$ cat src/rtl/ring_meter_pkg.sv
// rtl/ring_meter_pkg.sv - shared types and helpers for the ring oscillator meter
package ring_meter_pkg;
   localparam int MAX_CHANNELS = 16;
   localparam int GRAY_W       = 32;

   typedef enum logic [2:0] {
      ST_IDLE,
      ST_WARMUP,
      ST_MEASURE,
      ST_COMPUTE,
      ST_DONE
   } state_t;

   // Counts narrower than GRAY_W are zero-extended; leading zeros convert to zeros.
   function automatic logic [GRAY_W-1:0] gray2bin(input logic [GRAY_W-1:0] i_g);
      logic [GRAY_W-1:0] v_b;
      v_b[GRAY_W-1] = i_g[GRAY_W-1];
      for (int i = GRAY_W - 2; i >= 0; i--) begin
         v_b[i] = v_b[i+1] ^ i_g[i];
      end
      return v_b;
   endfunction
endpackage

$ cat src/rtl/ring_osc_meter_gray_sync_bin.sv
// rtl/ring_osc_meter_gray_sync_bin.sv - synchronise one Gray-coded ring count into clk and convert to binary
module gray_sync_bin
   import ring_meter_pkg::*;
#(
   parameter int CNT_W       = 24,
   parameter int SYNC_STAGES = 3
) (
   input  logic             i_clk,
   input  logic             i_reset,
   input  logic [CNT_W-1:0] i_gray,
   output logic [CNT_W-1:0] o_bin
);
   logic [CNT_W-1:0]  r_sync [SYNC_STAGES];
   logic [GRAY_W-1:0] w_bin_full;

   always_ff @(posedge i_clk or posedge i_reset) begin
      if (i_reset) begin
         for (int s = 0; s < SYNC_STAGES; s++) r_sync[s] <= '0;
      end else begin
         r_sync[0] <= i_gray;
         for (int s = 1; s < SYNC_STAGES; s++) r_sync[s] <= r_sync[s-1];
      end
   end

   assign w_bin_full = gray2bin(GRAY_W'(r_sync[SYNC_STAGES-1]));
   assign o_bin      = w_bin_full[CNT_W-1:0];
endmodule

$ cat src/rtl/ring_osc_meter.sv
// rtl/ring_osc_meter.sv - multi-channel ring oscillator frequency meter
// Enables one ring for a window of clk cycles and reports the modular count difference.
module ring_osc_meter
   import ring_meter_pkg::*;
#(
   parameter int CHANNELS    = 3,
   parameter int CNT_W       = 24,
   parameter int WIN_W       = 16,
   parameter int SYNC_STAGES = 3,
   parameter int WARMUP      = 8
) (
   input  logic                      i_clk,
   input  logic                      i_reset,
   input  logic                      i_start,
   input  logic                      i_abort,
   input  logic [3:0]                i_chan_sel,
   input  logic [WIN_W-1:0]          i_window,
   input  logic [1:0]                i_byte_sel,
   input  logic [CHANNELS*CNT_W-1:0] i_osc_gray,
   output logic [CHANNELS-1:0]       o_ring_en,
   output logic                      o_busy,
   output logic                      o_done,
   output logic                      o_err,
   output logic [7:0]                o_result_byte
);
   localparam int         CHW      = (CHANNELS > 1) ? $clog2(CHANNELS) : 1;
   localparam int         CW       = (WIN_W > $clog2(WARMUP + 1)) ? WIN_W : $clog2(WARMUP + 1);
   localparam logic [4:0] CH_LIMIT = 5'(CHANNELS);

   state_t              r_state, w_next;
   logic [CHW-1:0]      r_chan;
   logic [WIN_W-1:0]    r_win;
   logic [CW-1:0]       r_cnt;
   logic [CNT_W-1:0]    r_snap0, r_snap1, r_result;
   logic                r_done, r_err;
   logic [CHANNELS-1:0] r_ring_en;
   logic [7:0]          r_result_byte;

   logic [CNT_W-1:0]    w_bin [CHANNELS];
   logic [CNT_W-1:0]    w_sel_bin;
   logic [CHANNELS-1:0] w_onehot;
   logic                w_can_start, w_chan_ok, w_accept, w_reject, w_abort, w_cnt_zero;
   logic [31:0]         w_res_ext;

   generate
      for (genvar k = 0; k < CHANNELS; k++) begin : g_sync
         gray_sync_bin #(.CNT_W(CNT_W), .SYNC_STAGES(SYNC_STAGES)) u_sync (
            .i_clk   (i_clk),
            .i_reset (i_reset),
            .i_gray  (i_osc_gray[k*CNT_W +: CNT_W]),
            .o_bin   (w_bin[k])
         );
      end
   endgenerate

   always_comb begin
      w_sel_bin = '0;
      w_onehot  = '0;
      for (int k = 0; k < CHANNELS; k++) begin
         if (r_chan == CHW'(k)) w_sel_bin = w_bin[k];
         w_onehot[k] = (i_chan_sel == 4'(k));
      end
   end

   assign o_busy      = (r_state == ST_WARMUP) || (r_state == ST_MEASURE) || (r_state == ST_COMPUTE);
   assign w_can_start = (r_state == ST_IDLE) || (r_state == ST_DONE);
   assign w_chan_ok   = ({1'b0, i_chan_sel} < CH_LIMIT);
   assign w_accept    = i_start && w_can_start && w_chan_ok;
   assign w_reject    = i_start && w_can_start && !w_chan_ok;
   assign w_abort     = i_abort && o_busy;
   assign w_cnt_zero  = (r_cnt == '0);

   always_ff @(posedge i_clk or posedge i_reset) begin
      if (i_reset) r_state <= ST_IDLE;
      else         r_state <= w_next;
   end

   always_comb begin
      w_next = r_state;
      case (r_state)
         ST_IDLE, ST_DONE: if (w_accept) w_next = ST_WARMUP;
         ST_WARMUP:        w_next = w_abort ? ST_IDLE : (w_cnt_zero ? ST_MEASURE : ST_WARMUP);
         ST_MEASURE:       w_next = w_abort ? ST_IDLE : (w_cnt_zero ? ST_COMPUTE : ST_MEASURE);
         ST_COMPUTE:       w_next = w_abort ? ST_IDLE : ST_DONE;
         default:          w_next = ST_IDLE;
      endcase
   end

   always_ff @(posedge i_clk or posedge i_reset) begin
      if (i_reset) begin
         r_chan    <= '0;
         r_win     <= '0;
         r_cnt     <= '0;
         r_snap0   <= '0;
         r_snap1   <= '0;
         r_result  <= '0;
         r_done    <= 1'b0;
         r_err     <= 1'b0;
         r_ring_en <= '0;
      end else begin
         r_err <= w_reject;
         if (w_abort) begin
            r_ring_en <= '0;
            r_done    <= 1'b0;
         end else begin
            case (r_state)
               ST_IDLE, ST_DONE: begin
                  if (w_accept) begin
                     r_chan    <= i_chan_sel[CHW-1:0];
                     // Window length is stored minus one; zero is clamped to a single cycle.
                     r_win     <= (i_window == '0) ? '0 : i_window - WIN_W'(1);
                     r_ring_en <= w_onehot;
                     r_cnt     <= CW'(WARMUP - 1);
                     r_done    <= 1'b0;
                  end
               end
               ST_WARMUP: begin
                  if (w_cnt_zero) begin
                     r_snap0 <= w_sel_bin;
                     r_cnt   <= CW'(r_win);
                  end else begin
                     r_cnt <= r_cnt - CW'(1);
                  end
               end
               ST_MEASURE: begin
                  if (w_cnt_zero) begin
                     r_snap1   <= w_sel_bin;
                     r_ring_en <= '0;
                  end else begin
                     r_cnt <= r_cnt - CW'(1);
                  end
               end
               ST_COMPUTE: begin
                  r_result <= r_snap1 - r_snap0;
                  r_done   <= 1'b1;
               end
               default: ;
            endcase
         end
      end
   end

   assign w_res_ext = 32'(r_result);

   always_ff @(posedge i_clk or posedge i_reset) begin
      if (i_reset) r_result_byte <= '0;
      else         r_result_byte <= w_res_ext[{i_byte_sel, 3'b000} +: 8];
   end

   assign o_ring_en     = r_ring_en;
   assign o_done        = r_done;
   assign o_err         = r_err;
   assign o_result_byte = r_result_byte;
endmodule

$ cat config.mk
export PLATFORM = sky130hd
export DESIGN_NAME = ring_osc_meter
export DESIGN_NICKNAME = d
export VERILOG_FILES = /design/src/rtl/ring_meter_pkg.sv /design/src/rtl/ring_osc_meter_gray_sync_bin.sv /design/src/rtl/ring_osc_meter.sv
export SDC_FILE = /design/constraint.sdc
export NUM_CORES = 1
export LEC_CHECK = 0
export CORE_MARGIN = 2
export CORE_UTILIZATION = 42
export DETAILED_ROUTE_END_ITERATION = 10
export SLEW_MARGIN = 20
export SYNTH_ARGS = -nofsm -noshare
export SYNTH_HDL_FRONTEND = slang
export SYNTH_SLANG_ARGS = --single-unit
export TNS_END_PERCENT = 1
$ cat constraint.sdc
create_clock -name i_clk -period 25 [get_ports i_clk]
set_input_delay 5 -clock i_clk [delete_from_list [all_inputs] [get_ports i_clk]]
set_output_delay 5 -clock i_clk [all_outputs]
set_load 0.05 [all_outputs]
After elaboration in Yosys (flattened, before gate mapping). Cells that the tools add are included.

Flip-flop bits (word level): 338. Input bits: 98. Output and inout bits: 14.

Add/sub/neg operators: 3. Order comparisons: 1. Equality and inequality tests: 12. Shift operators: 1. Muxes and demuxes: 22. Bitwise logic cells: 70. Reductions and logical operators: 24.

Operators by type and width (count): two-way mux 24 bit (3); XOR 1 bit (69); two-way mux 16 bit (4); one-hot mux 16 bit (3 select lines) (1); zero test 16 bit (2); indexed part select 32 x 6 -> 8 bit (1); subtractor 16 x 1 -> 16 bit (second input constant) (2); subtractor 24 bit (1); two-way mux 3 bit (5); one-hot mux 3 bit (4 select lines) (1); AND reduction 3 bit (4); nonzero test 3 bit (3); == test 3 x 2 -> 1 bit (second input constant) (2); two-way mux 2 bit (3); inequality test 3 bit (second input constant) (2); one-hot mux 3 bit (2 select lines) (1); == test 4 x 1 -> 1 bit (second input constant) (1); == test 4 x 2 -> 1 bit (second input constant) (1); logical AND 1 bit (4); zero test 4 bit (1); less-than comparator 4 x 2 -> 1 bit (second input constant) (1); inequality test 2 bit (second input constant) (2); AND reduction 2 bit (2); AND reduction 4 bit (1); other kinds (12) (16).

Longest topological paths before layout. Gate-level depths: netlist (run 1).

Depth after elaboration: 26. Gate-level depth with buffers: 19.

By module. Synthesis (run 1) repeated with hierarchy kept, for this count alone.

Cell total of the unflattened synthesis: 1192. Area total of the unflattened synthesis: 14241.2 µm².

Modules (own cells, without submodules): ring_osc_meter (times used 1, cells an instance 835, area an instance 7184.4 µm², sequential area each 3052.9 µm²); gray_sync_bin (times used 3, cells an instance 119, area an instance 2352.3 µm², sequential area each 1801.7 µm²).

Least setup slack after synthesis (run 1). Ideal clock, no wire load.

Kind: input port to flip-flop. Start: input port i_window[0]. End: register r_win[2]. Library setup time: 133 ps. Arrival time: 7252 ps. Required time: 24867 ps. Path slack: 17615 ps. Stages on the path: 10. Path buffers: 2. Path through: inv_1 ha_1 nand2_1 or3_1 or3_1 or3_1 clkbuf_1 o41ai_1 clkbuf_1 o21ai_0.

Word-level cells in the longest chain between the ends: 2. Elaborated cells on any way between the ends: 3. Classes of those cells: add/sub: 1; mux: 1; reduce/logical: 1.

RTL lines: start: declaration (line ring_osc_meter.sv:17) `input logic [WIN_W-1:0] i_window,`; subtractor 16 x 1 -> 16 bit or zero test 16 bit (tied branches) (line ring_osc_meter.sv:111) `r_win <= (i_window == '0) ? '0 : i_window - WIN_W'(1);`; two-way mux 16 bit (*) (line ring_osc_meter.sv:111); end signal: assignment (line ring_osc_meter.sv:111); end: declaration (line ring_osc_meter.sv:32) `logic [WIN_W-1:0] r_win;`.

Every way passes the cells marked *; elsewhere a longest branch is shown, timed or not. A chain may end at the register's enable or synchronous reset.

Worst setup path in the final report (run 1). Same ends and word-level chain as after synthesis.

==> impl_results.rst, run 1 <==
.. list-table::
   :header-rows: 1

   * - Metric
     - Value
   * - Top-area cell type share of the netlist area
     - 64.0%
   * - Root buf cell
     - sky130_fd_sc_hd__clkbuf_16
   * - Placed cells
     - 1,561
   * - Synth async-reset ratio
     - 100%
   * - EDFF count, synth
     - 0
   * - Post-cts hold buffer count
     - 0
   * - Overall die height
     - 181 um
   * - Number of port buffers
     - 111
   * - Fraction of the yosys area taken by sequential cells
     - 64.0%
   * - Vias per cell
     - 4.78
   * - Number of antenna violations at the first check in global routing
     - 0
   * - Most numerous cell types in the synthesized netlist
     - sky130_fd_sc_hd__dfrtp_1, sky130_fd_sc_hd__o21ai_0, sky130_fd_sc_hd__nand2_1, sky130_fd_sc_hd__nor2_1, sky130_fd_sc_hd__a21oi_1
   * - Hold violation total from the final report
     - 0
   * - Syn Nets
     - 1,213
   * - # setup viols final
     - 0
   * - Layout Skew
     - 0.0293 ns
   * - Largest area contributor in the synthesized netlist
     - sky130_fd_sc_hd__dfrtp_1
   * - Met2 layer usage reported by global route
     - 23.0%
   * - Number of distinct library cells after synthesis
     - 56
   * - Critical-path cell list
     - clkdlybuf4s50_1 > inv_1 > ha_1 > nand2_1 > or3_1 > or3_1 > or3_1 > o41ai_2 > o21ai_0
   * - Busiest grt layer
     - met2
   * - Maximum fanout along the worst path
     - 14
   * - HPWL after detailed placement
     - 16.2 mm
   * - Routing usage on met1
     - 21.8%
   * - Worst slew pin tran
     - 1.03 ns
   * - Reg2reg setup slack
     - 20.50 ns
   * - Global-route wire length before repair
     - 40.1 mm
   * - Setup_tns
     - 0 ns
   * - Detailed-route wire length per cell
     - 14.4 um
   * - Non-filler cells, final
     - 1,625
   * - Cell types occupying the most area after synthesis
     - sky130_fd_sc_hd__dfrtp_1, sky130_fd_sc_hd__o21ai_0, sky130_fd_sc_hd__nand2_1, sky130_fd_sc_hd__xnor2_1, sky130_fd_sc_hd__xor2_1
   * - Max Slew Vio Count
     - 0
   * - Count leader, synth
     - sky130_fd_sc_hd__dfrtp_1
   * - First-pass iteration count of the detailed router
     - 4
   * - Worst path required time
     - 25.36 ns
   * - Library cell contributing the largest single delay on the critical path
     - sky130_fd_sc_hd__o41ai_2
   * - Number of global-route vias before repair
     - 7,881
   * - Number of antenna cells inserted
     - 0
   * - Critical path capture point type
     - register
   * - Path type of the worst min-delay path
     - reg -> reg
   * - Avg Cell Area, Syn
     - 12.1 um2
   * - Final antenna-violating net count
     - 0
   * - Worst max-slew margin expressed relative to the limit
     - 30.9%
   * - Clock tree from TritonCTS
     - done
   * - Count of boundary I/O pins
     - 112
   * - Element type at the critical path start
     - input pin
   * - Synthesized instance count
     - 1,089
   * - Max stage delay on crit path
     - 0.92 ns
   * - Placed standard-cell area
     - 14,700 um2
   * - Routed wire length
     - 23.5 mm
   * - Final nets
     - 1,330
   * - Most frequently used flop master after synthesis
     - sky130_fd_sc_hd__dfrtp_1
   * - Clk sinks
     - 338
   * - Smallest hold slack
     - 0.335 ns
   * - Last weighted congestion value of the routability-driven placer
     - 0.809
   * - Initial detailed-routing violation count
     - 420
   * - Number of levels in the clock H-tree
     - 2
   * - Deepest clock path buffer count
     - 3
   * - Area of the mapped netlist
     - 13,200 um2
   * - Width of the chip
     - 181 um
   * - Clk slew on worst S/H paths
     - 0.06 ns
   * - Number of synthesized register bits
     - 338
   * - Arrival time at the worst endpoint
     - 8.04 ns
   * - Yosys warns
     - 0
   * - Leakage
     - 0.00700 uW
   * - Cell seen most often among critical-path stages
     - sky130_fd_sc_hd__or3_1
   * - Met3 usage
     - 2.63%
   * - Core Box Area
     - 30,700 um2
   * - TritonCTS Buffers
     - 37
   * - Share of final-layout standard cells stronger than drive strength 1
     - 8.14%
   * - Largest net degree at the start of global routing
     - 191
   * - Area growth from synthesis to final layout
     - 20.9%
   * - Worst IR drop on VDD
     - 0.0000596 V
   * - Fin area
     - 16,000 um2
   * - Floorplan row count
     - 64
   * - F_max
     - 130 MHz
   * - Overflow after GRT
     - 0
   * - Worst setup path category
     - in -> reg
   * - # DRC
     - 0
   * - Effective utilization at floorplan
     - 43.0%
   * - Fin crit period
     - 7.68 ns
   * - Later-pin clock latency in the skew report
     - 0.53 ns
   * - Status
     - complete, no violations
   * - Full die area
     - 32,900 um2
   * - Via total after detailed routing
     - 7,770
   * - Post-cts repair resize count
     - 0
   * - Max Cap Viol
     - 0
   * - Final worst path period share
     - 30.7%
   * - Setup Fix Bufs, Post-CTS
     - 0
   * - Overall global routing resource usage
     - 14.9%
   * - Unrepaired setup endpoints after global routing
     - no
   * - FILL cells
     - 2,734
   * - Total power density per cell area
     - 86.2 nW/um2
registers in the layout, summed over array words and instances, names as in the netlist:
signal                cells
g_sync.u_sync.o_bin       3
g_sync.u_sync.r_sync    213
o_done                    1
o_err                     1
o_result_byte             8
o_ring_en                 3
r_chan                    2
r_cnt                    16
r_result                 24
r_snap0                  24
r_snap1                  24
r_state                   3
r_win                    16
logic make-up after synthesis:
group           synth area share (%)
compound gates                  11.0
buf+inv                         2.66
xor+xnor                        10.1
fa+ha+maj                       2.52
mux                             1.31
flops                           64.0
simple gates                    8.37
per-stage QoR:
step	power (uW)	utilization, %	setup WS [ns]
global placement	876	47.9	16.87
floorplan	809	-	10.63
finish	1380	51.9	17.32
CTS	1400	51.7	17.34
detailed placement	878	47.9	16.79
global route	1450	51.9	17.03
where the power goes:
part           leakage, uW  switching (uW)  internal (uW)
clock             0.000574             208            302
combinational      0.00227             147            123
sequential         0.00416            18.6            576
total              0.00700             374           1000
cell usage in the layout, fill, tap and decap left out, types with 13 or more instances in the layout:
master / n
sky130_fd_sc_hd__dfrtp_1: 337
sky130_fd_sc_hd__o21ai_0: 120
sky130_fd_sc_hd__nand2_1: 118
sky130_fd_sc_hd__clkdlybuf4s50_1: 111
sky130_fd_sc_hd__nor2_1: 69
sky130_fd_sc_hd__a21oi_1: 54
sky130_fd_sc_hd__inv_1: 51
sky130_fd_sc_hd__xnor2_1: 45
sky130_fd_sc_hd__clkbuf_16: 37
sky130_fd_sc_hd__xor2_1: 36
sky130_fd_sc_hd__ha_1: 25
sky130_fd_sc_hd__mux2i_1: 15
sky130_fd_sc_hd__xnor2_2: 15
sky130_fd_sc_hd__nor3_1: 13
worst paths after layout:
kind	start	endpoint	cells after the start
min reg2reg	g_sync[1].u_sync.r_sync[69]$_DFF_PP0_	g_sync[1].u_sync.r_sync[45]$_DFF_PP0_	0
min in group asynchronous	i_reset	g_sync[0].u_sync.r_sync[67]$_DFF_PP0_	2
min	g_sync[1].u_sync.r_sync[69]$_DFF_PP0_	g_sync[1].u_sync.r_sync[45]$_DFF_PP0_	0
max in group asynchronous	i_reset	r_result[23]$_DFFE_PP0P_	5
max	i_window[0]	r_win[2]$_DFFE_PP0P_	9
max reg2reg	g_sync[1].u_sync.r_sync[22]$_DFF_PP0_	r_snap1[0]$_DFFE_PP0P_	16
area by class of cell:
type	instances	area [um2]	area share [%]
clock buffers	50	1030	6.48
well taps	396	495	3.10
repair buffers	119	1220	7.66
inverters	52	203	1.27
multi-input cells	658	4420	27.7
flip-flops and latches	338	8460	53.0
clock inverters	12	139	0.869
critical path: cells and delay by family:
kind | cells | cell delay (ns)
adders and majority gates | 1 | 0.17
AOI/OAI and AO/OA | 2 | 1.16
and+or+nand+nor | 4 | 1.20
buffers and inverters | 2 | 0.53
layer usage:
| metal | routed length (um) | part of all wire (%) |
|---|---|---|
| met5 | 0 | 0 |
| met4 | 470 | 2.0 |
| met3 | 937 | 4.0 |
| met2 | 10600 | 45 |
| met1 | 11400 | 49 |
(Power assumes the default switching activity.)
==> run 2: changes to the inputs <==
==> constraint.sdc (replaced) <==
create_clock -name i_clk -period 6.8 [get_ports i_clk]
set_input_delay 1.36 -clock i_clk [delete_from_list [all_inputs] [get_ports i_clk]]
set_output_delay 1.36 -clock i_clk [all_outputs]
set_load 0.05 [all_outputs]
==> run 2 against run 1 <==
Clock skew down 0.0026 ns. Sequential power rose to 3.7 times the previous value. Design area up 0.51%.
==> impl_results.rst, run 2 (synthesized netlist as in run 1, its figures left out) <==
.. list-table::
   :header-rows: 1

   * - Metric
     - Value
   * - Post-cts repair resize count
     - 0 (unchanged)
   * - Later-pin clock latency in the skew report
     - 0.52 ns (about the same)
   * - F_max
     - 224 MHz
   * - Buffer and inverter count on the worst path
     - 0 (-2)
   * - Floorplan row count
     - 64 (unchanged)
   * - Worst IR drop on VDD
     - 0.000209 V (+250%)
   * - Detailed-route wire length per cell
     - 14.5 um (+0.70%)
   * - Count of boundary I/O pins
     - 112 (unchanged)
   * - Area growth from synthesis to final layout
     - 21.5%
   * - FILL cells
     - 2,679 (-2.0%)
   * - Core Box Area
     - 30,700 um2 (unchanged)
   * - Largest net degree at the start of global routing
     - 159 (-17%)
   * - Max Cap Viol
     - 0 (unchanged)
   * - Worst slew pin tran
     - 0.928 ns (-0.0978 ns)
   * - Maximum fanout along the worst path
     - 4 (-10)
   * - Worst path required time
     - 7.17 ns (-18.19 ns)
   * - Worst Hold Endpoint
     - g_sync[2].u_sync.r_sync[21]$_DFF_PP0_
   * - Root buf cell
     - sky130_fd_sc_hd__clkbuf_16
   * - Most used cells in the layout excluding fill and tap cells
     - sky130_fd_sc_hd__dfrtp_1, sky130_fd_sc_hd__o21ai_0, sky130_fd_sc_hd__nand2_1
   * - Met2 layer usage reported by global route
     - 23.4% (+0.43 points)
   * - Most common cell after layout, fill and taps aside
     - sky130_fd_sc_hd__dfrtp_1
   * - Unrepaired setup endpoints after global routing
     - no
   * - Met3 usage
     - 2.63% (unchanged)
   * - Max stage delay on crit path
     - 0.47 ns (-0.45 ns)
   * - Layout Skew
     - 0.0267 ns (-0.00261 ns)
   * - Final worst path period share
     - 65.7%
   * - Clk sinks
     - 338 (unchanged)
   * - Reg2reg setup slack
     - 2.34 ns (-18.16 ns)
   * - Hold violation total from the final report
     - 0 (unchanged)
   * - Max Slew Vio Count
     - 0 (unchanged)
   * - Number of levels in the clock H-tree
     - 2 (unchanged)
   * - Number of antenna violations at the first check in global routing
     - 0 (unchanged)
   * - Kind of cell adding the most delay to the critical path
     - XOR/XNOR gates
   * - Busiest grt layer
     - met2
   * - Critical path capture point type
     - register
   * - First-pass iteration count of the detailed router
     - 4 (unchanged)
   * - Cells on Worst Hold Path
     - 0 (unchanged)
   * - Overflow after GRT
     - 0 (unchanged)
   * - Setup_tns
     - 0 ns (unchanged)
   * - Routing usage on met1
     - 21.8% (+0.063 points)
   * - Worst max-slew margin expressed relative to the limit
     - 38.2% (+7.3 points)
   * - Element type at the critical path start
     - register
   * - Library cell contributing the largest single delay on the critical path
     - sky130_fd_sc_hd__xnor3_2
   * - Number of antenna cells inserted
     - 0 (unchanged)
   * - Final nets
     - 1,330 (unchanged)
   * - Path type of the worst min-delay path
     - reg -> reg
   * - Min-delay src
     - g_sync[2].u_sync.r_sync[45]$_DFF_PP0_
   * - Post-cts hold buffer count
     - 0 (unchanged)
   * - Vias per cell
     - 4.83 (+1.0%)
   * - Clk slew on worst S/H paths
     - 0.06 ns (about the same)
   * - Routed wire length
     - 23.6 mm (+0.76%)
   * - Flip-flop count of the largest register after layout
     - 213 (unchanged)
   * - Overall global routing resource usage
     - 15.0% (+0.12 points)
   * - Number of global-route vias before repair
     - 8,158 (+3.5%)
   * - Global-route wire length before repair
     - 40.8 mm (+1.6%)
   * - Register bank with the most flops
     - g_sync.u_sync.r_sync
   * - Number of port buffers
     - 111 (unchanged)
   * - Reg2Reg Capture Point
     - r_snap1[0]$_DFFE_PP0P_
   * - Critical-path cell list
     - xnor2_2 > xor2_2 > xnor3_1 > xnor2_2 > xnor2_2 > xnor3_2 > xnor2_2 > xor2_1 > xnor2_2 > xor2_2 > xnor2_1 > xnor2_2 > xnor2_1 > a211oi_2 > a21oi_1 > mux2i_1
   * - Full die area
     - 32,900 um2 (unchanged)
   * - Final antenna-violating net count
     - 0 (unchanged)
   * - Status
     - complete, no violations
   * - Last weighted congestion value of the routability-driven placer
     - 0.830 (+2.5%)
   * - HPWL after detailed placement
     - 16.5 mm (+2.4%)
   * - Fin crit period
     - 4.46 ns
   * - TritonCTS Buffers
     - 37 (unchanged)
   * - Smallest hold slack
     - 0.344 ns (+0.00853 ns)
   * - Share of final-layout standard cells stronger than drive strength 1
     - 8.29% (+0.16 points)
   * - Cell seen most often among critical-path stages
     - sky130_fd_sc_hd__xnor2_2
   * - Leakage
     - 0.00703 uW (+0.38%)
   * - Worst reg2reg startpoint
     - g_sync[1].u_sync.r_sync[22]$_DFF_PP0_
   * - Effective utilization at floorplan
     - 43.0% (unchanged)
   * - Setup Fix Bufs, Post-CTS
     - 0 (unchanged)
   * - Total power density per cell area
     - 325 nW/um2 (+280%)
   * - Initial detailed-routing violation count
     - 455 (+8.3%)
   * - R2R cell count
     - 16 (unchanged)
   * - Width of the chip
     - 181 um (unchanged)
   * - Arrival time at the worst endpoint
     - 4.84 ns (-3.20 ns)
   * - Overall die height
     - 181 um (unchanged)
   * - Deepest clock path buffer count
     - 3 (unchanged)
   * - # DRC
     - 0 (unchanged)
   * - # setup viols final
     - 0 (unchanged)
   * - Worst setup path category
     - reg -> reg
   * - Via total after detailed routing
     - 7,854 (+1.1%)
   * - Clock tree from TritonCTS
     - done
run 2: cell types whose count changed in the layout (fill, tap and decap cells not counted), sizes merged:
cell / previous run / this run
bufinv: 1 / 5
clkinv: 10 / 6
clkinvlp: 1 / 3
clkbuf: 50 / 49
run 2: per-layer routing:
| layer | part of all wire (%) | vias up |
|---|---|---|
| met1 | 49 | 3760 |
| met3 | 4.0 | 38 |
| met5 | 0 | - |
| met2 | 45 | 158 |
| met4 | 2.0 | 0 |
| li1 | - | 3898 |
run 2: how the worst max path moves through the flow:
stage                                                      from                                   end  slack (ns)  depth (start not counted)
after floorplan                                         i_reset  g_sync[0].u_sync.o_bin[23]$_DFF_PP0_        0.92                          1
final                     g_sync[1].u_sync.r_sync[22]$_DFF_PP0_                r_snap1[0]$_DFFE_PP0P_        2.34                         16
after global routing      g_sync[1].u_sync.r_sync[22]$_DFF_PP0_                r_snap1[0]$_DFFE_PP0P_        1.94                         16
after global placement                              i_window[0]                 r_win[13]$_DFFE_PP0P_        2.31                          9
after CTS                 g_sync[0].u_sync.r_sync[22]$_DFF_PP0_                r_snap1[0]$_DFFE_PP0P_        2.27                         16
after detailed placement                            i_window[0]                  r_win[3]$_DFFE_PP0P_        2.23                          9
run 2: cell type report:
class / count / area (um2) / share of cell area, %
flip-flops and latches: 338 / 8460 / 52.7
clock buffers: 49 / 1030 / 6.42
repair buffers: 119 / 1200 / 7.45
clock inverters: 14 / 244 / 1.52
inverters: 52 / 199 / 1.24
multi-input cells: 658 / 4430 / 27.6
well taps: 396 / 495 / 3.09
run 2: where the power goes:
group	leakage, uW	internal (uW)	switching [uW]	total [uW]
clock	0.000616	1260	778	2040
combinational	0.00226	452	545	997
sequential	0.00416	2120	67.9	2190
total	0.00703	3830	1390	5220
run 2: through the flow:
stage	cell area [um2]	worst slack (ns)	utilization, %	total power (uW)	std cells
global route	16100	1.94	52.2	5490	1626
global placement	14800	2.31	48.0	3210	1563
detailed placement	14800	2.23	48.0	3230	1563
finish	16100	2.34	52.2	5220	1626
CTS	16000	2.27	52.2	5290	1626
floorplan	13200	0.921	-	2970	1089
==> run 3: changes to the inputs <==
==> constraint.sdc (replaced) <==
create_clock -name i_clk -period 3.7 [get_ports i_clk]
set_input_delay 0.74 -clock i_clk [delete_from_list [all_inputs] [get_ports i_clk]]
set_output_delay 0.74 -clock i_clk [all_outputs]
set_load 0.05 [all_outputs]
==> run 3 against run 2 <==
The run now ends with negative setup slack left. Register-to-register slack got worse by 2.6 ns. Non-clock buffer count increased by 65. Clock power increased by 67%. Sequential share of layout area decreased by 1.4 points. Largest power group unchanged. Design area increased by 2.7%. Count of clock-buffer cells in the layout unchanged. Critical path depth unchanged. Cell count increased by 3.8%. Critical endpoint is now r_snap1[2]$_DFFE_PP0P_. Highest routed layer unchanged. Clock skew decreased by 0.015 ns.
==> impl_results.rst, run 3 (synthesized netlist as in run 1, its figures left out) <==
.. list-table::
   :header-rows: 1

   * - Metric
     - Value
   * - Detailed-route wire length per cell
     - 14.2 um (-2.4%)
   * - Fin crit period
     - 4.01 ns (-0.455 ns)
   * - Final worst path period share
     - 108% (+43 points)
   * - Floorplan row count
     - 64 (unchanged)
   * - F_max
     - 249 MHz (+11%)
   * - Met3 usage
     - 2.85% (+0.22 points)
   * - Worst max-slew margin expressed relative to the limit
     - 43.5% (+5.4 points)
   * - Setup_tns
     - -1.66 ns (-1.66 ns)
   * - Clk slew on worst S/H paths
     - 0.06 ns (about the same)
   * - Routed wire length
     - 24.0 mm (+1.3%)
   * - Area growth from synthesis to final layout
     - 24.8%
   * - Cells on Worst Hold Path
     - 0 (unchanged)
   * - Worst Hold Endpoint
     - g_sync[0].u_sync.r_sync[15]$_DFF_PP0_
   * - Net switching power figure
     - 2550 uW (+83%)
   * - Number of antenna violations at the first check in global routing
     - 0 (unchanged)
   * - Setup Fix Bufs, Post-CTS
     - 0 (unchanged)
   * - Register bank with the most flops
     - g_sync.u_sync.r_sync
   * - Arrival time at the worst endpoint
     - 4.44 ns (-0.40 ns)
   * - Deepest clock path buffer count
     - 3 (unchanged)
   * - Maximum fanout along the worst path
     - 2 (-2)
   * - Placed standard-cell area
     - 15,300 um2 (+3.5%)
   * - Worst reg2reg startpoint
     - g_sync[0].u_sync.r_sync[22]$_DFF_PP0_
   * - Post-place setup slack
     - -0.495 ns (-2.72 ns)
   * - Most used cells in the layout excluding fill and tap cells
     - sky130_fd_sc_hd__dfrtp_1, sky130_fd_sc_hd__nand2_1, sky130_fd_sc_hd__clkdlybuf4s50_1
   * - Fin area
     - 16,500 um2 (+2.7%)
   * - Reg2Reg Capture Point
     - r_snap1[2]$_DFFE_PP0P_
   * - Max Cap Viol
     - 0 (unchanged)
   * - Critical-path cell list
     - xor3_1 > xnor3_2 > xor2_4 > xnor3_1 > xor3_2 > xnor3_2 > xor3_2 > xor2_4 > xor2_4 > xnor2_2 > buf_4 > xor2_1 > nor2_1 > a211oi_2 > a31oi_1 > a21oi_1
   * - Buffer and inverter count on the worst path
     - 1 (+1)
   * - Overall die height
     - 181 um (unchanged)
   * - P_int
     - 7040 uW (+84%)
   * - Path type of the worst min-delay path
     - reg -> reg
   * - Unrepaired setup endpoints after global routing
     - yes
   * - Min-delay src
     - g_sync[0].u_sync.r_sync[39]$_DFF_PP0_
   * - Clock Power Share
     - 35.6% (-3.5 points)
   * - Overflow after GRT
     - 0 (unchanged)
   * - Flip-flop count of the largest register after layout
     - 213 (unchanged)
   * - Final antenna-violating net count
     - 0 (unchanged)
   * - Layout Skew
     - 0.0119 ns (-0.0148 ns)
   * - Clock tree from TritonCTS
     - done
   * - Most common cell after layout, fill and taps aside
     - sky130_fd_sc_hd__dfrtp_1
   * - Last weighted congestion value of the routability-driven placer
     - 0.812 (-2.1%)
   * - Root buf cell
     - sky130_fd_sc_hd__clkbuf_16
   * - Worst slew pin tran
     - 0.845 ns (-0.0825 ns)
   * - Worst setup path category
     - reg -> reg
   * - Library cell contributing the largest single delay on the critical path
     - sky130_fd_sc_hd__xor3_1
   * - Reg2reg setup slack
     - -0.31 ns (-2.65 ns)
   * - Critical path capture point type
     - register
   * - Count of boundary I/O pins
     - 112 (unchanged)
   * - First-pass iteration count of the detailed router
     - 4 (unchanged)
   * - Largest net degree at the start of global routing
     - 52 (-67%)
   * - Smallest hold slack
     - 0.343 ns (-0.000870 ns)
   * - Reg power frac
     - 41.7% (about the same)
   * - Width of the chip
     - 181 um (unchanged)
   * - Met2 layer usage reported by global route
     - 23.7% (+0.34 points)
   * - Later-pin clock latency in the skew report
     - 0.51 ns (about the same)
   * - Element type at the critical path start
     - register
   * - Busiest grt layer
     - met2
   * - # DRC
     - 0 (unchanged)
   * - Clk sinks
     - 338 (unchanged)
   * - Number of levels in the clock H-tree
     - 2 (unchanged)
   * - Overall global routing resource usage
     - 15.3% (+0.28 points)
   * - Full die area
     - 32,900 um2 (unchanged)
   * - Final nets
     - 1,395 (+4.9%)
   * - Placed cells
     - 1,627 (+4.1%)
   * - Hold violation total from the final report
     - 0 (unchanged)
   * - Global-route wire length before repair
     - 41.0 mm (+0.58%)
   * - Failing checks
     - negative setup slack
   * - Number of global-route vias before repair
     - 8,114 (-0.54%)
   * - Effective utilization at floorplan
     - 43.0% (unchanged)
   * - Kind of cell adding the most delay to the critical path
     - XOR/XNOR gates
   * - Gate power share
     - 22.7% (+3.6 points)
   * - Status
     - complete, but fails checks
   * - Via total after detailed routing
     - 8,014 (+2.0%)
   * - Post-cts hold buffer count
     - 0 (unchanged)
   * - Total power density per cell area
     - 581 nW/um2 (+79%)
   * - Core Box Area
     - 30,700 um2 (unchanged)
   * - Vias per cell
     - 4.75 (-1.7%)
   * - Initial detailed-routing violation count
     - 370 (-19%)
   * - TritonCTS Buffers
     - 37 (unchanged)
   * - Cell seen most often among critical-path stages
     - sky130_fd_sc_hd__xor2_4
   * - # setup viols final
     - 12 (+12)
   * - Routing usage on met1
     - 22.3% (+0.45 points)
   * - HPWL after detailed placement
     - 17.4 mm (+5.2%)
   * - Max stage delay on crit path
     - 0.40 ns (-0.07 ns)
   * - Number of port buffers
     - 111 (unchanged)
   * - Worst path required time
     - 4.13 ns (-3.04 ns)
   * - Max Slew Vio Count
     - 0 (unchanged)
   * - Leakage
     - 0.00731 uW (+4.0%)
   * - Final worst setup slack
     - -0.310 ns (-2.65 ns)
   * - Worst IR drop on VDD
     - 0.000373 V (+79%)
   * - R2R cell count
     - 16 (unchanged)
   * - Share of final-layout standard cells stronger than drive strength 1
     - 12.9% (+4.6 points)
   * - Number of antenna cells inserted
     - 0 (unchanged)
   * - Net switching fraction of the power
     - 26.6% (-0.044 points)
   * - Non-filler cells, final
     - 1,688 (+3.8%)
[run 3: layout make-up]
type,instances,area (um2)
Multi-Input combinational cell,658,4450
Timing Repair Buffer,184,1750
Inverter,52,199
Sequential cell,338,8460
Fill cell,2652,14300
Clock buffer,49,1010
Clock inverter,11,121
Tap cell,396,495
[run 3: metrics by stage]
stage	total power [uW]	utilization [%]
2_1_floorplan	5470	-
3_3_place_gp	6200	49.7
3_5_place_dp	6230	49.7
4_1_cts	9730	53.5
5_1_grt	10100	53.6
6_report	9580	53.6
[run 3: power groups by stage]
stage	clock network, uW	logic, uW	registers [uW]
after floorplan	0	1410	4060
after global placement	0	2140	4060
after detailed placement	0	2160	4070
after CTS	3540	2190	4000
after global routing	3700	2400	4020
final	3410	2170	4000
[run 3: metal layers]
metal / up-vias / part of all wire, % / wire length [um]
met3: 34 / 4.0 / 964
met2: 137 / 45 / 10800
met5: - / 0 / 0
li1: 4038 / - / -
met4: 0 / 1.7 / 399
met1: 3805 / 49 / 11800
[run 3: worst max path at each step]
stage | from | endpoint | slack, ns | depth (start not counted)
after floorplan | i_reset | g_sync[0].u_sync.o_bin[23]$_DFF_PP0_ | -1.56 | 1
after detailed placement | g_sync[0].u_sync.r_sync[22]$_DFF_PP0_ | r_snap0[2]$_DFFE_PP0P_ | -0.50 | 16
after global routing | g_sync[0].u_sync.r_sync[22]$_DFF_PP0_ | r_snap1[2]$_DFFE_PP0P_ | -0.52 | 16
after global placement | g_sync[0].u_sync.r_sync[22]$_DFF_PP0_ | r_snap0[2]$_DFFE_PP0P_ | -0.43 | 16
final | g_sync[0].u_sync.r_sync[22]$_DFF_PP0_ | r_snap1[2]$_DFFE_PP0P_ | -0.31 | 16
after CTS | g_sync[0].u_sync.r_sync[22]$_DFF_PP0_ | r_snap1[2]$_DFFE_PP0P_ | -0.37 | 16
[run 3: what timing repair did]
item | in CTS | in global routing
hold endpoints to repair | 0 | 0
endpoints found under the setup margin | 17 | 25
gates resized for setup | 18 | 11
pin swaps | 12 | 8
==> edit, RTL diff (settings of run 2) <==
Change the parameter `CHANNELS` from 3 to 6.
--- a/src/rtl/ring_osc_meter.sv
+++ b/src/rtl/ring_osc_meter.sv
@@ -3,7 +3,7 @@
 module ring_osc_meter
    import ring_meter_pkg::*;
 #(
-   parameter int CHANNELS    = 3,
+   parameter int CHANNELS    = 6,
    parameter int CNT_W       = 24,
    parameter int WIN_W       = 16,
    parameter int SYNC_STAGES = 3,
Ports: changed (resized i_osc_gray and o_ring_en); port bits go from 112 to 187. The function was not compared with the original's and may differ.
==> edit against run 2 <==
  * Cell count increased by 45%
  * Cell area increased by 54%
  * Highest routed layer unchanged
  * Sequential cell count increased by 220
  * Core utilization decreased by 0.34 points
  * Synthesized cell count increased by 37%
  * Routed wire length increased by 69%
  * Power increased by 58%
  * Non-clock buffer count increased by 78
  * Area after synthesis increased by 54%
  * Setup slack got worse by 1.0 ns
  * Critical path type unchanged
  * Global-route usage increased by 1.7 points
==> edit: results (changes against run 2) <==
| Metric | Value |
|---|---|
| Total global routing track utilization | `16.70% (was 15.02%)` |
| First-pass GRT wire length | `65.49 mm (was 40.79 mm)` |
| Deepest clock path buffer count | `3 (unchanged)` |
| Layout cells sized above 1 | `8.329% (was 8.293%)` |
| Largest cells by area after synthesis | `dfrtp_1 (69%), xnor2_1 (5.1%), xor2_1 (2.7%), nand2_1 (2.3%), o21ai_1 (1.9%) (was dfrtp_1 (64%), o21ai_0 (4.5%), nand2_1 (3.4%), xnor2_1 (3.0%), xor2_1 (2.4%))` |
| Hpwl dp | `28.06 mm (was 16.54 mm)` |
| Netlist cell types | `62 (was 56)` |
| Mean area per synthesized cell | `13.64 µm² (was 12.14 µm²)` |
| Worst clock skew | `0.01958 ns (was 0.02665 ns)` |
| Initial DRC count | `614 (was 455)` |
| CP Max Fanout | `7 (was 4)` |
| Crit path to | `r_snap0[1] (was r_snap1[0])` |
| Commonest cells post-synth | `dfrtp_1 (558), nand2_1 (123), xnor2_1 (117) (was dfrtp_1 (338), o21ai_0 (120), nand2_1 (118))` |
| Net count after synthesis | `1683 (was 1213)` |
| Skew-Pair Late Insertion Delay | `0.60 ns (was 0.52 ns)` |
| Layout Cells excl Fill | `2356 (was 1626)` |
| RR Startpoint | `g_sync[2].u_sync.o_bin[23] (was g_sync[1].u_sync.r_sync[22])` |
| Clock slew at reported path FFs | `0.06 ns (about the same)` |
| R2R depth | `17 (was 16)` |
| Max FFs per register | `426 (was 213)` |
| Critical hold path startpoint | `g_sync[3].u_sync.r_sync[56] (was g_sync[2].u_sync.r_sync[45])` |
| Critical Path AT | `5.98 ns (was 4.84 ns)` |
| Critical Path Max Stage Delay | `0.56 ns (was 0.47 ns)` |
| DRT Pass-1 Iters | `5 (was 4)` |
| Crit path max-delay cell type | `or4_1 (was xnor3_2)` |
| Port bufs | `186 (was 111)` |
| Max IR drop VDD | `0.2333 mV (was 0.2085 mV)` |
| Pleak | `10.81 nW (was 7.031 nW)` |
| DP Area | `0.02290 mm² (was 0.01476 mm²)` |
| Synth async-reset ratio | `100.0% (unchanged)` |
| Via count | `11320 (was 7854)` |
| Final hold slack | `0.3432 ns (was 0.3440 ns)` |
| Most flops, register | `g_sync.u_sync.r_sync (unchanged)` |
| Max Cap Violations | `0 (unchanged)` |
| Cells after DPL | `2258 (was 1563)` |
| Vias in the first global route | `11930 (was 8158)` |
| Final #Nets | `1898 (was 1330)` |
| YS warnings | `0 (unchanged)` |
| Register area share after synthesis | `68.82% (was 64.00%)` |
| Setup ws final | `1.306 ns (was 2.336 ns)` |
| CTS root buffer | `clkbuf_16 (unchanged)` |
| Relative slew slack | `34.55% (was 38.15%)` |
| CTS buffer count | `56 (was 37)` |
| Outcome | `finished, final reports clean (unchanged)` |
| # diodes | `0 (unchanged)` |
| CP Class | `reg2reg (unchanged)` |
| Post-CTS Setup Bufs | `0 (unchanged)` |
| Gpl congestion | `0.8175 (was 0.8296)` |
| Largest net degree at the start of global routing | `207 (was 159)` |
| WL final | `40.06 mm (was 23.65 mm)` |
edit: cell count changes in the layout (fill, tap and decap cells not counted), sizes merged, moves of 9 or more:
cell / delta
xnor2: +71
nor2b: +12
xor2: +21
mux4: +13
clkdlybuf4s50: +75
dfrtp: +220
nor3: +14
mux2: +23
o211ai: +9
clkbuf: +27
edit: how the worst min path moves through the flow:
stage,end,cells past startpoint
floorplan,g_sync[0].u_sync.o_bin[23],0
global placement,g_sync[0].u_sync.r_sync[15],0
detailed placement,g_sync[0].u_sync.r_sync[18],0
CTS,g_sync[3].u_sync.r_sync[32],0
global route,g_sync[5].u_sync.r_sync[24],0
finish,g_sync[3].u_sync.r_sync[32],0
edit: cell type report:
cell class / count / area [µm²]
timing repair buffer: 197 / 2002
multi-input combinational: 837 / 6000
sequential: 558 / 13960
clock inverter: 21 / 236.5
inverter: 52 / 198.9
fill: 3972 / 22980
clock buffer: 76 / 1597
tap: 615 / 769.5
edit: routing by layer:
| layer | vias up | track usage (%) | wire [µm] |
|---|---|---|---|
| met4 | 0 | 4.237 | 763 |
| met5 | - | 0 | 0 |
| li1 | 5429 | - | - |
| met2 | 220 | 26.91 | 19270 |
| met3 | 57 | 3.187 | 1591 |
| met1 | 5614 | 23.52 | 18440 |
edit: logic make-up after synthesis:
kind of cell / synth area share [%]
flip-flops: 68.82
AND/OR/NAND/NOR: 6.605
AO/OA/AOI/OAI: 7.493
XOR/XNOR: 10.17
buffers and inverters: 1.702
multiplexers: 3.571
adder cells (fa/ha/maj): 1.640
edit: power breakdown:
| part | internal, mW | total, mW | leakage, nW | switching [mW] |
|---|---|---|---|---|
| Combinational | 0.739 | 1.65 | 3.20 | 0.916 |
| Sequential | 3.49 | 3.58 | 6.70 | 0.0904 |
| Clock | 1.79 | 3.04 | 0.906 | 1.25 |
